### config.mk
export PLATFORM = sky130hd
export DESIGN_NAME = present_block_ctrl_flat
export DESIGN_NICKNAME = d
export VERILOG_FILES = /design/src/rtl/present_pkg.sv /design/src/rtl/present_block_ctrl_if.sv /design/src/rtl/present_block_ctrl.sv /design/src/flat_wrapper.sv
export SDC_FILE = /design/constraint.sdc
export NUM_CORES = 1
export LEC_CHECK = 0
export CAP_MARGIN = 20
export CORE_AREA = 2 2 191 193
export CTS_CLUSTER_SIZE = 30
export DETAILED_ROUTE_END_ITERATION = 10
export DIE_AREA = 0 0 193 195
export GPL_ROUTABILITY_DRIVEN = 0
export MAX_ROUTING_LAYER = met4
export PLACE_DENSITY = 0.8
export REMOVE_ABC_BUFFERS = 1
export SETUP_SLACK_MARGIN = 0.2
export SLEW_MARGIN = 20
export SYNTH_ARGS = -nofsm -noshare
export SYNTH_HDL_FRONTEND = slang
export SYNTH_SLANG_ARGS = --single-unit
### constraint.sdc
create_clock -name clk -period 3.55 [get_ports clk]
set_clock_uncertainty 0.2 [all_clocks]
set_input_delay 0.355 -clock clk [delete_from_list [all_inputs] [get_ports clk]]
set_output_delay 0.355 -clock clk [all_outputs]
set_load 0.02 [all_outputs]
### src/rtl/present_pkg.sv
// rtl/present_pkg.sv - shared widths, state encoding and mode/dir constants for the PRESENT block sequencer
package present_pkg;

    localparam int BLOCK_W = 64;
    localparam int KEY_W   = 80;
    localparam int CNT_W   = 10;

    localparam logic MODE_ECB = 1'b0;
    localparam logic MODE_CBC = 1'b1;
    localparam logic DIR_ENC  = 1'b0;
    localparam logic DIR_DEC  = 1'b1;

    typedef enum logic [1:0] {
        ST_IDLE = 2'd0,
        ST_LOAD = 2'd1,
        ST_WAIT = 2'd2,
        ST_OUT  = 2'd3
    } state_t;

endpackage

### src/rtl/present_block_ctrl_if.sv
// rtl/present_block_ctrl_if.sv - block streams and cipher-core load/done bundle
interface present_block_ctrl_if;
    import present_pkg::*;

    logic               s_valid;
    logic               s_ready;
    logic [BLOCK_W-1:0] s_data;
    logic               m_valid;
    logic               m_ready;
    logic [BLOCK_W-1:0] m_data;
    logic [BLOCK_W-1:0] core_idat;
    logic [KEY_W-1:0]   core_key;
    logic               core_load;
    logic               core_control;
    logic [BLOCK_W-1:0] core_odat;
    logic               core_done;

    modport master (
        input  s_valid, s_data, m_ready, core_odat, core_done,
        output s_ready, m_valid, m_data, core_idat, core_key, core_load, core_control
    );

    modport slave (
        output s_valid, s_data, m_ready, core_odat, core_done,
        input  s_ready, m_valid, m_data, core_idat, core_key, core_load, core_control
    );

endinterface

### src/rtl/present_block_ctrl.sv
// rtl/present_block_ctrl.sv - sequences 64-bit blocks through a PRESENT-80 core with ECB/CBC chaining
module present_block_ctrl
    import present_pkg::*;
#(
    parameter int TIMEOUT = 1023,
    parameter int GUARD   = 2
) (
    input  logic                 clk,
    input  logic                 iReset_n,
    input  logic [KEY_W-1:0]     cfg_key,
    input  logic [BLOCK_W-1:0]   cfg_iv,
    input  logic                 cfg_mode,
    input  logic                 cfg_dir,
    input  logic                 cfg_init,
    present_block_ctrl_if.master bus,
    output logic                 busy,
    output logic                 err
);

    localparam logic [CNT_W-1:0] GUARD_C   = CNT_W'(GUARD);
    localparam logic [CNT_W-1:0] TIMEOUT_C = CNT_W'(TIMEOUT);

    state_t             state_q, state_d;
    logic [CNT_W-1:0]   cnt_q;
    logic               mode_q, dir_q;
    logic [BLOCK_W-1:0] saved_in_q, chain_q;

    logic               s_ready_q, m_valid_q, core_load_q, busy_q, err_q;
    logic [BLOCK_W-1:0] m_data_q, core_idat_q;
    logic [KEY_W-1:0]   core_key_q;
    logic               core_control_q;

    logic accept, done_ok, timed_out, capture, abort, init_ok;

    // s_ready_q is only ever set while IDLE, so it doubles as the accept qualifier
    assign accept    = (state_q == ST_IDLE) && s_ready_q && bus.s_valid;
    assign done_ok   = bus.core_done && (cnt_q >= GUARD_C);
    assign timed_out = !done_ok && (cnt_q == TIMEOUT_C);
    assign capture   = (state_q == ST_WAIT) && done_ok;
    assign abort     = (state_q == ST_WAIT) && timed_out;
    assign init_ok   = (state_q == ST_IDLE) && cfg_init && !bus.s_valid;

    always_comb begin
        state_d = state_q;
        case (state_q)
            ST_IDLE: if (accept) state_d = ST_LOAD;
            ST_LOAD: state_d = ST_WAIT;
            ST_WAIT: begin
                if (done_ok)        state_d = ST_OUT;
                else if (timed_out) state_d = ST_IDLE;
            end
            ST_OUT:  if (bus.m_ready) state_d = ST_IDLE;
            default: state_d = ST_IDLE;
        endcase
    end

    always_ff @(posedge clk or negedge iReset_n) begin
        if (!iReset_n) begin
            state_q        <= ST_IDLE;
            cnt_q          <= '0;
            mode_q         <= 1'b0;
            dir_q          <= 1'b0;
            saved_in_q     <= '0;
            chain_q        <= '0;
            s_ready_q      <= 1'b0;
            m_valid_q      <= 1'b0;
            core_load_q    <= 1'b0;
            busy_q         <= 1'b0;
            err_q          <= 1'b0;
            m_data_q       <= '0;
            core_idat_q    <= '0;
            core_key_q     <= '0;
            core_control_q <= 1'b0;
        end else begin
            state_q     <= state_d;
            s_ready_q   <= (state_d == ST_IDLE);
            m_valid_q   <= (state_d == ST_OUT);
            core_load_q <= (state_d == ST_LOAD);
            busy_q      <= (state_d != ST_IDLE);
            cnt_q       <= (state_q == ST_WAIT) ? cnt_q + CNT_W'(1) : '0;

            if (accept) begin
                mode_q         <= cfg_mode;
                dir_q          <= cfg_dir;
                saved_in_q     <= bus.s_data;
                core_key_q     <= cfg_key;
                core_control_q <= cfg_dir;
                core_idat_q    <= (cfg_mode == MODE_CBC && cfg_dir == DIR_ENC) ?
                                  (bus.s_data ^ chain_q) : bus.s_data;
            end

            // m_data uses the pre-update chain; chain advances in the same cycle
            if (capture) begin
                m_data_q <= (mode_q == MODE_CBC && dir_q == DIR_DEC) ?
                            (bus.core_odat ^ chain_q) : bus.core_odat;
            end

            if (init_ok)
                chain_q <= cfg_iv;
            else if (capture && mode_q == MODE_CBC)
                chain_q <= (dir_q == DIR_DEC) ? saved_in_q : bus.core_odat;

            if (init_ok)
                err_q <= 1'b0;
            else if (abort)
                err_q <= 1'b1;
        end
    end

    assign bus.s_ready      = s_ready_q;
    assign bus.m_valid      = m_valid_q;
    assign bus.m_data       = m_data_q;
    assign bus.core_idat    = core_idat_q;
    assign bus.core_key     = core_key_q;
    assign bus.core_load    = core_load_q;
    assign bus.core_control = core_control_q;
    assign busy             = busy_q;
    assign err              = err_q;

endmodule

### src/flat_wrapper.sv
// flat-port wrapper written by rule: the top's interface ports become plain ports
module present_block_ctrl_flat import present_pkg::*;
#(
    parameter int TIMEOUT = 1023,
    parameter int GUARD   = 2
)
  (clk, iReset_n, cfg_key, cfg_iv, cfg_mode, cfg_dir, cfg_init, busy, err, bus_s_valid, bus_s_data, bus_m_ready, bus_core_odat, bus_core_done, bus_s_ready, bus_m_valid, bus_m_data, bus_core_idat, bus_core_key, bus_core_load, bus_core_control);
  present_block_ctrl_if bus_i ();
  input  logic clk;
  input  logic iReset_n;
  input  logic [KEY_W-1:0] cfg_key;
  input  logic [BLOCK_W-1:0] cfg_iv;
  input  logic cfg_mode;
  input  logic cfg_dir;
  input  logic cfg_init;
  output logic busy;
  output logic err;
  input wire logic [$bits(bus_i.s_valid)-1:0] bus_s_valid;
  input wire logic [$bits(bus_i.s_data)-1:0] bus_s_data;
  input wire logic [$bits(bus_i.m_ready)-1:0] bus_m_ready;
  input wire logic [$bits(bus_i.core_odat)-1:0] bus_core_odat;
  input wire logic [$bits(bus_i.core_done)-1:0] bus_core_done;
  output wire logic [$bits(bus_i.s_ready)-1:0] bus_s_ready;
  output wire logic [$bits(bus_i.m_valid)-1:0] bus_m_valid;
  output wire logic [$bits(bus_i.m_data)-1:0] bus_m_data;
  output wire logic [$bits(bus_i.core_idat)-1:0] bus_core_idat;
  output wire logic [$bits(bus_i.core_key)-1:0] bus_core_key;
  output wire logic [$bits(bus_i.core_load)-1:0] bus_core_load;
  output wire logic [$bits(bus_i.core_control)-1:0] bus_core_control;
  assign bus_i.s_valid = bus_s_valid;
  assign bus_i.s_data = bus_s_data;
  assign bus_i.m_ready = bus_m_ready;
  assign bus_i.core_odat = bus_core_odat;
  assign bus_i.core_done = bus_core_done;
  assign bus_s_ready = bus_i.s_ready;
  assign bus_m_valid = bus_i.m_valid;
  assign bus_m_data = bus_i.m_data;
  assign bus_core_idat = bus_i.core_idat;
  assign bus_core_key = bus_i.core_key;
  assign bus_core_load = bus_i.core_load;
  assign bus_core_control = bus_i.core_control;
  present_block_ctrl #(.TIMEOUT(TIMEOUT), .GUARD(GUARD)) u_core (.clk(clk), .iReset_n(iReset_n), .cfg_key(cfg_key), .cfg_iv(cfg_iv), .cfg_mode(cfg_mode), .cfg_dir(cfg_dir), .cfg_init(cfg_init), .bus(bus_i), .busy(busy), .err(err));
endmodule
**Word level (Yosys, flattened, before mapping)**

Index checks and enable logic that the tools add are counted.

- Register bits: 355
- Input port bits: 280

- $add $sub $neg: 1
- $lt $le $gt $ge: 1
- Equality and inequality tests: 6
- Mux-type cells: 13
- Bitwise gates (word level): 3
- Reductions and logical operators: 18

Operators with widths:

| operator | count |
|---|---|
| $mux W64 | 5 |
| $xor A64 B64 Y64 | 2 |
| $logic_and A1 B1 Y1 | 11 |
| $add A10 B1 Y10 const B | 1 |
| $eq A10 B10 Y1 const B | 1 |
| $ge A10 B2 Y1 const B | 1 |
| $mux W10 | 1 |
| $mux W2 | 4 |
| $pmux W2 S4 | 1 |
| $eq A2 B2 Y1 const B | 3 |
| $reduce_bool A2 Y1 | 3 |
| $eq A2 B1 Y1 const B | 2 |
| $logic_not A2 Y1 | 2 |
| $logic_not A1 Y1 | 2 |
| $mux W1 | 2 |
| $not A1 Y1 | 1 |

**Longest topological paths before layout**

Gate-level depths: netlist (run 1).

- Depth in word-level cells: 8
- Gate-level depth with buffers: 8
- Mapped depth without buffers: 6

**Worst setup path before layout (run 1)**

No wires, ideal clock.

- Path kind: flip-flop to flip-flop
- From: register u_core.cnt_q[0]
- To: register u_core.chain_q[3]
- Data arrival time: 1.814 ns
- Required time: 3.225 ns
- Setup slack: 1.412 ns
- Cell stages (with the launch flop): 8
- Buffers on the path: 1
- Clock period less this slack: 2.138 ns
- Cell sequence: dfrtp_1 -> inv_1 -> ha_1 -> nor4_2 -> a31oi_1 -> a21oi_4 -> buf_6 -> mux2_2

- Cells in the longest elaborated chain, start to end: 5

Ends and longest elaborated chain:

| what | RTL line | source |
|---|---|---|
| start: declaration | present_block_ctrl.sv:24 | `logic [CNT_W-1:0] cnt_q;` |
| start signal: assignment | present_block_ctrl.sv:80 | `cnt_q <= (state_q == ST_WAIT) ? cnt_q + CNT_W'(1) : '0;` |
| $ge A10 B2 Y1 | present_block_ctrl.sv:37 | `assign done_ok = bus.core_done && (cnt_q >= GUARD_C);` |
| $logic_and A1 B1 Y1 | present_block_ctrl.sv:37 |  |
| $logic_and A1 B1 Y1 | present_block_ctrl.sv:39 | `assign capture = (state_q == ST_WAIT) && done_ok;` |
| $logic_and A1 B1 Y1 | present_block_ctrl.sv:100 | `else if (capture && mode_q == MODE_CBC)` |
| $reduce_bool A2 Y1 (no source line) | - |  |
| end signal: assignment | present_block_ctrl.sv:99 | `chain_q <= cfg_iv;` |
| end signal: assignment | present_block_ctrl.sv:101 | `chain_q <= (dir_q == DIR_DEC) ? saved_in_q : bus.core_odat;` |
| end: declaration | present_block_ctrl.sv:26 | `logic [BLOCK_W-1:0] saved_in_q, chain_q;` |

Every way passes these cells.
A chain may end at the register's enable or synchronous reset.

**Worst setup path after layout (run 1)**

- From: register u_core.state_q[0]
- To: register u_core.chain_q[55]

- Cells in the longest elaborated chain, start to end: 4
- Elaborated cells on any way between the ends: 8
- Those cells by class: eq/ne: 1; mux: 1; reduce/logical: 6

Ends and longest elaborated chain:

| what | RTL line | source |
|---|---|---|
| start: declaration | present_block_ctrl.sv:23 | `state_t state_q, state_d;` |
| start signal: assignment | present_block_ctrl.sv:75 | `state_q <= state_d;` |
| $eq A2 B2 Y1 or $logic_not A2 Y1 (tied branches) | present_block_ctrl.sv:39, present_block_ctrl.sv:41 |  |
| $logic_and A1 B1 Y1, on equally long branches | present_block_ctrl.sv:39, present_block_ctrl.sv:41 |  |
| $logic_and A1 B1 Y1, on equally long branches | present_block_ctrl.sv:100, present_block_ctrl.sv:41 |  |
| $reduce_bool A2 Y1 (no source line) or $mux W64 (tied branches) | - |  |

Several ways; a longest one is shown, not always the timed one.

==> flow_summary.ini, run 1 <==
[detailed_routing]
vias_per_cell = 5.128
wl_per_cell_um = 18.73
drt-total-wl_mm = 50.09
ant_nets = 0
drc = 0
vias = 13713
first_pass_iters = 6
drt_iter0_drc = 673

[sta]
hold_ws_ns = 0.1523
slew_headroom_pct = 7.466
tightest_slew_ns = 1.388
fin_crit_ns = 2.467
finalHoldViolCount = 0
rsz0062_at_grt = false
setup_viol = 0
fmax_mhz = 405.3
setup_tns_ns = 0
final_max_slew_viol_count = 0
period_share_pct = 69.50

[clocking]
cts_inserted_buffers = 39
path_clk_slew_ns = 0.06
cts_tree = yes
cts_resized = 0
cts_max_path_buffers = 3
numClockSinks = 355
htree_levels = 2
cts-root-buf = clkbuf_16
clkLatencyLatePin_ns = 0.52

[synthesis]
ys_seq_area_share_pct = 55.48
syn_area_um2 = 16010
synthTopCellsByArea = dfrtp_1, nand2_1, xor2_1, o21ai_0, mux2i_1
synth_top_cell_area_share_pct = 55.48
synthCells = 1721
yosysTopAreaCell = dfrtp_1
ys_types = 35
ys_ff_latch = 355
ys_warn_count = 0
synth_area_per_cell_um2 = 9.304

[grt]
grt_pass1_wl_mm = 76.84
track_usage_pct = 27.10
grt_max_degree = 240
grt_overflow = 0
antenna_found_initial = 9
grt_pass1_vias = 14149

[floorplanning]
die-area_um2 = 37640
die_x_um = 193
rows = 69
core_um2 = 35400
io_pins = 494
die_height_um = 195
start_util_pct = 45.24

[layout]
drive_gt1_share_pct = 5.309
fill_cells = 2776
mostFrequentLayoutCells = nand2_1, clkdlybuf4s50_1, dfrtp_1, o21ai_0, xor2_1
regArea_um2 = 8887
final_nets = 2458
final_common_cell = nand2_1
finish.utilization_pct = 64.36
final_cell_count_no_fill = 2674
multi_input_area_um2 = 6681
fin_area_um2 = 22780
syn_to_final_growth_pct = 42.27

[flow_run]
max_cap_viol_count = 0

[hold_path]
holdPathStages = 3
hold_path_class = input port to flip-flop

[pwr]
p_leak_uw = 0.01026
power_density_nw_per_um2 = 844.6
worst_ir_drop_vdd_v = 0.0008543

[setup_path]
reg2reg_depth = 5
worstPathMaxFanout = 24
worstSetupEndpointType = flip-flop
worstPathRequired_ns = 3.76
crit_type = flip-flop to flip-flop
worstPathArrival_ns = 2.67
startpoint_type = flip-flop

[place]
post-dp-hpwl_mm = 34.11
io_buffers = 493
place_inst = 2595
dpl_cell_area_um2 = 21400

[status]
run_status = finished, final reports clean
==> critical path: stages (launching register included) <==
cell	delay, ns
dfrtp_1	0.47
nand2b_1	0.53
nor2_1	0.15
a21oi_4	0.21
buf_4	0.37
mux2_2	0.39
==> state kept, by name, summed over array words and instances, names as in the netlist, 2 cells and up <==
register and flops:
u_core.state_q 2, u_core.bus.m_data 64, u_core.saved_in_q 64, u_core.cnt_q 10, u_core.chain_q 64, u_core.bus.core_idat 64, u_core.bus.core_key 80
==> cell usage after synthesis <==
cell type / n
clkbuf_1: 64
a31oi_1: 1
nor4_2: 1
o2111a_1: 1
o2111ai_1: 1
buf_2: 23
buf_6: 6
buf_4: 1
and4_1: 2
inv_1: 4
a21bo_2: 1
mux2_1: 48
dfrtp_1: 355
nand2b_1: 2
ha_1: 2
xor2_1: 134
and3_1: 1
nor2_1: 14
buf_1: 9
nor3_1: 1
xnor2_1: 2
nand2_1: 761
a311o_1: 1
nand3_1: 4
a21oi_4: 1
nand4_1: 2
nor4b_2: 1
mux2_2: 16
nor2b_1: 1
and2_1: 1
o21ba_2: 1
o21ai_0: 191
mux2i_1: 64
o21ai_1: 3
nor4_1: 1
==> layout make-up <==
type                    instances  share of cell area, %
flip-flops and latches        355                  39.01
inverters                       4                0.07689
multi-input cells            1259                  29.33
clock inverters                16                 0.8238
clock buffers                  53                  5.097
diodes                          9                0.09886
well taps                     461                  2.532
repair buffers                517                  23.03
==> cell families after synthesis <==
logic type	share of synthesized area [%]
simple gates	18.92
xor+xnor	7.439
compound gates	6.517
fa+ha+maj	0.1562
buf+inv	2.993
flops	55.48
mux	8.501
==> report_power, final <==
part           internal [uW]  switching, uW  total, uW
registers               5890           1220       7110
clock network           2580           1650       4230
logic                   3570           4340       7910
total                  12000           7210      19200
==> what timing repair did <==
item,4_1_cts,5_1_grt
hold endpoints to repair,77,0
hold buffers,1,0
setup buffers,0,0
==> path summary, 6_finish.rpt <==
check,startpoint,to,slack [ns]
worst max-delay path,u_core.state_q[0],u_core.chain_q[55],1.08
worst min-delay path,cfg_key[12],u_core.bus.core_key[12],0.15
worst max register to register,u_core.state_q[0],u_core.chain_q[55],1.08
worst min register to register,u_core.bus.core_key[34],u_core.bus.core_key[34],0.27
max in group asynchronous,iReset_n,u_core.bus.m_data[16],1.96
min in group asynchronous,iReset_n,u_core.bus.m_data[8],0.21
==> stage by stage <==
stage               power [uW]  setup WS [ns]
finish                   19240          1.083
global route             20340         0.9488
CTS                      19360          1.078
detailed placement       15020         0.9327
global placement         14710          1.021
floorplan                11250         -6.629
==> metal layers <==
metal	GRT usage (%)	routed length, um	share of wire [%]	up-vias
li1	-	-	-	6413
met1	31.92	19080	38	6615
met2	43.05	24180	48	562
met3	6.902	4446	8.9	123
met4	13.52	2377	4.7	0
met5	-	0	0	-
No activity file was read; power rests on OpenSTA's default activity.
==> run 2: changes to the inputs <==
Settings changed: CORE_AREA 2 2 191 193 to 2 2 194 196, DIE_AREA 0 0 193 195 to 0 0 196 198, PLACE_DENSITY 0.8 to 0.78.
Clock period 3.55 ns to 2.4 ns, I/O delays scaled along.
==> run 2 against run 1 <==
  * Sequential power increased by 48%
  * First-iteration DRC count increased by 1.2%
  * Worst setup slack got worse by 1.0 ns
  * Count of clock-buffer cells in the layout increased by 9
  * Final cell count increased by 2.9%
  * Fmax increased by 6.3%
  * Wire length increased by 4.4%
  * Largest power group unchanged
==> flow_summary.ini, run 2 (synthesis gave the netlist of run 1 again) <==
[status]
run_status = finished, final reports clean

[grt]
track_usage_pct = 27.16
grt_overflow = 0
grt_pass1_vias = 14675
antenna_found_initial = 5
grt_pass1_wl_mm = 79.35
grt_max_degree = 71

[detailed_routing]
ant_nets = 0
drt-total-wl_mm = 52.31
vias_per_cell = 5.121
drt_iter0_drc = 681
drc = 0
vias = 14089
wl_per_cell_um = 19.01
first_pass_iters = 5

[layout]
final_nets = 2525
final_common_cell = nand2_1
drive_gt1_share_pct = 7.350
fin_area_um2 = 23700
largest_reg_flops = 80
mostFrequentLayoutCells = nand2_1, clkdlybuf4s50_1, dfrtp_1, o21ai_0, xor2_1
syn_to_final_growth_pct = 48.01

[hold_path]
hold_path_class = input port to flip-flop
holdPathStages = 3
hold_end = u_core.bus.core_key[4]
min-delay-start = cfg_key[4]

[sta]
period_share_pct = 96.70
fmax_mhz = 430.9
fin_ws_ns = 0.07924
finalHoldViolCount = 0
fin_crit_ns = 2.321
final_max_slew_viol_count = 0
tightest_slew_ns = 0.5557
setup_viol = 0
slew_headroom_pct = 62.95
rsz0062_at_grt = true
setup_tns_ns = 0

[pwr]
internal_power_uw = 18250
pwr-share-comb_pct = 43.1
p_sw_uw = 10870
switching_share_pct = 37.33
power_density_nw_per_um2 = 1228
clock_power_share_pct = 20.9
p_leak_uw = 0.01075
seqPwrFrac_pct = 36.0
worst_ir_drop_vdd_v = 0.0007947

[clocking]
path_clk_slew_ns = 0.06
cts_tree = yes
cts_inserted_buffers = 40
htree_levels = 2
cts_max_path_buffers = 3
clkLatencyLatePin_ns = 0.55
numClockSinks = 355
cts-root-buf = clkbuf_16

[setup_path]
r2r_slack_ns = 0.08
r2r_start = u_core.cnt_q[1]
reg2reg_depth = 7
reg2reg_to = u_core.chain_q[53]
worstSetupEndpointType = flip-flop
crit_type = flip-flop to flip-flop
worstPathArrival_ns = 2.55
worstPathMaxFanout = 9
worstPathRequired_ns = 2.63
startpoint_type = flip-flop

[place]
io_buffers = 493
place_ws_ns = 0.08561
post-dp-hpwl_mm = 35.33
dpl_cell_area_um2 = 21740

[floorplanning]
die_x_um = 196
die_height_um = 198
io_pins = 494
die-area_um2 = 38810
core_um2 = 36960
rows = 71
start_util_pct = 43.33

[flow_run]
max_cap_viol_count = 0
-- run 2: cell count changes in the layout (fill, tap and decap cells not counted), sizes merged, moves of 3 or more --
cell	previous run	this run
clkbuf	53	64
dlygate4sd3	1	24
clkinv	9	6
diode	9	5
buf	24	63
-- run 2: timing repair --
action	in CTS	in global routing
setup buffers	6	7
hold buffers	24	0
gates cloned	3	2
setup endpoints to repair	65	92
pin swaps	1	0
resized for setup	9	18
endpoints found under the hold margin	373	0
-- run 2: metal layers --
layer	track usage (%)	vias to the layer above	routed length [um]
met2	44.30	600	25570
met1	31.57	6809	20270
met5	-	-	0
met3	6.268	141	4154
li1	-	6539	-
met4	14.06	0	2308
-- run 2: layout make-up --
class | instances | area [um2]
Multi-Input combinational cell | 1259 | 6769
Clock buffer | 62 | 1205
Tap cell | 474 | 593.1
Timing Repair Buffer | 583 | 6111
Sequential cell | 355 | 8891
Inverter | 4 | 17.52
Clock inverter | 9 | 101.3
Antenna cell | 5 | 12.51
Fill cell | 2822 | 13260
-- run 2: worst max-delay path by stage --
stage / from / endpoint / slack, ns / depth (start not counted)
CTS: u_core.cnt_q[1] / u_core.chain_q[18] / 0.20 / 7
finish: u_core.cnt_q[1] / u_core.chain_q[53] / 0.08 / 7
floorplan: bus_s_valid / u_core.bus.core_load / -7.66 / 2
global route: u_core.cnt_q[1] / u_core.chain_q[33] / 0.04 / 7
global placement: u_core.cnt_q[0] / u_core.chain_q[34] / 0.13 / 7
detailed placement: u_core.cnt_q[0] / u_core.chain_q[59] / 0.09 / 7
-- run 2: critical path, cell delays in order (launching register included) --
cell       delay (ns)
dfrtp_2          0.41
buf_6            0.13
nor4_4           0.32
a31oi_4          0.17
a21oi_4          0.17
buf_12           0.17
bufbuf_16        0.30
mux2_1           0.33
-- run 2: power groups by stage --
stage	clock network [uW]	logic [uW]	registers [uW]
global placement	0	11700	10400
detailed placement	0	12000	10500
finish	6080	12600	10500
CTS	6200	12400	10400
global route	6430	13600	10800
floorplan	0	4230	12200
-- run 2: metrics by stage --
| step | hold slack [ns] | utilization [%] | instances | power (uW) |
|---|---|---|---|---|
| 6_report | 0.02282 | 64.13 | 2751 | 29110 |
| 4_1_cts | 0.0001403 | 63.53 | 2737 | 29000 |
| 3_3_place_gp | 0.03403 | 58.83 | 2633 | 22060 |
| 3_5_place_dp | 0.02510 | 58.83 | 2633 | 22490 |
| 5_1_grt | 0.02065 | 64.13 | 2751 | 30790 |
| 2_1_floorplan | -0.2556 | - | 1618 | 16420 |
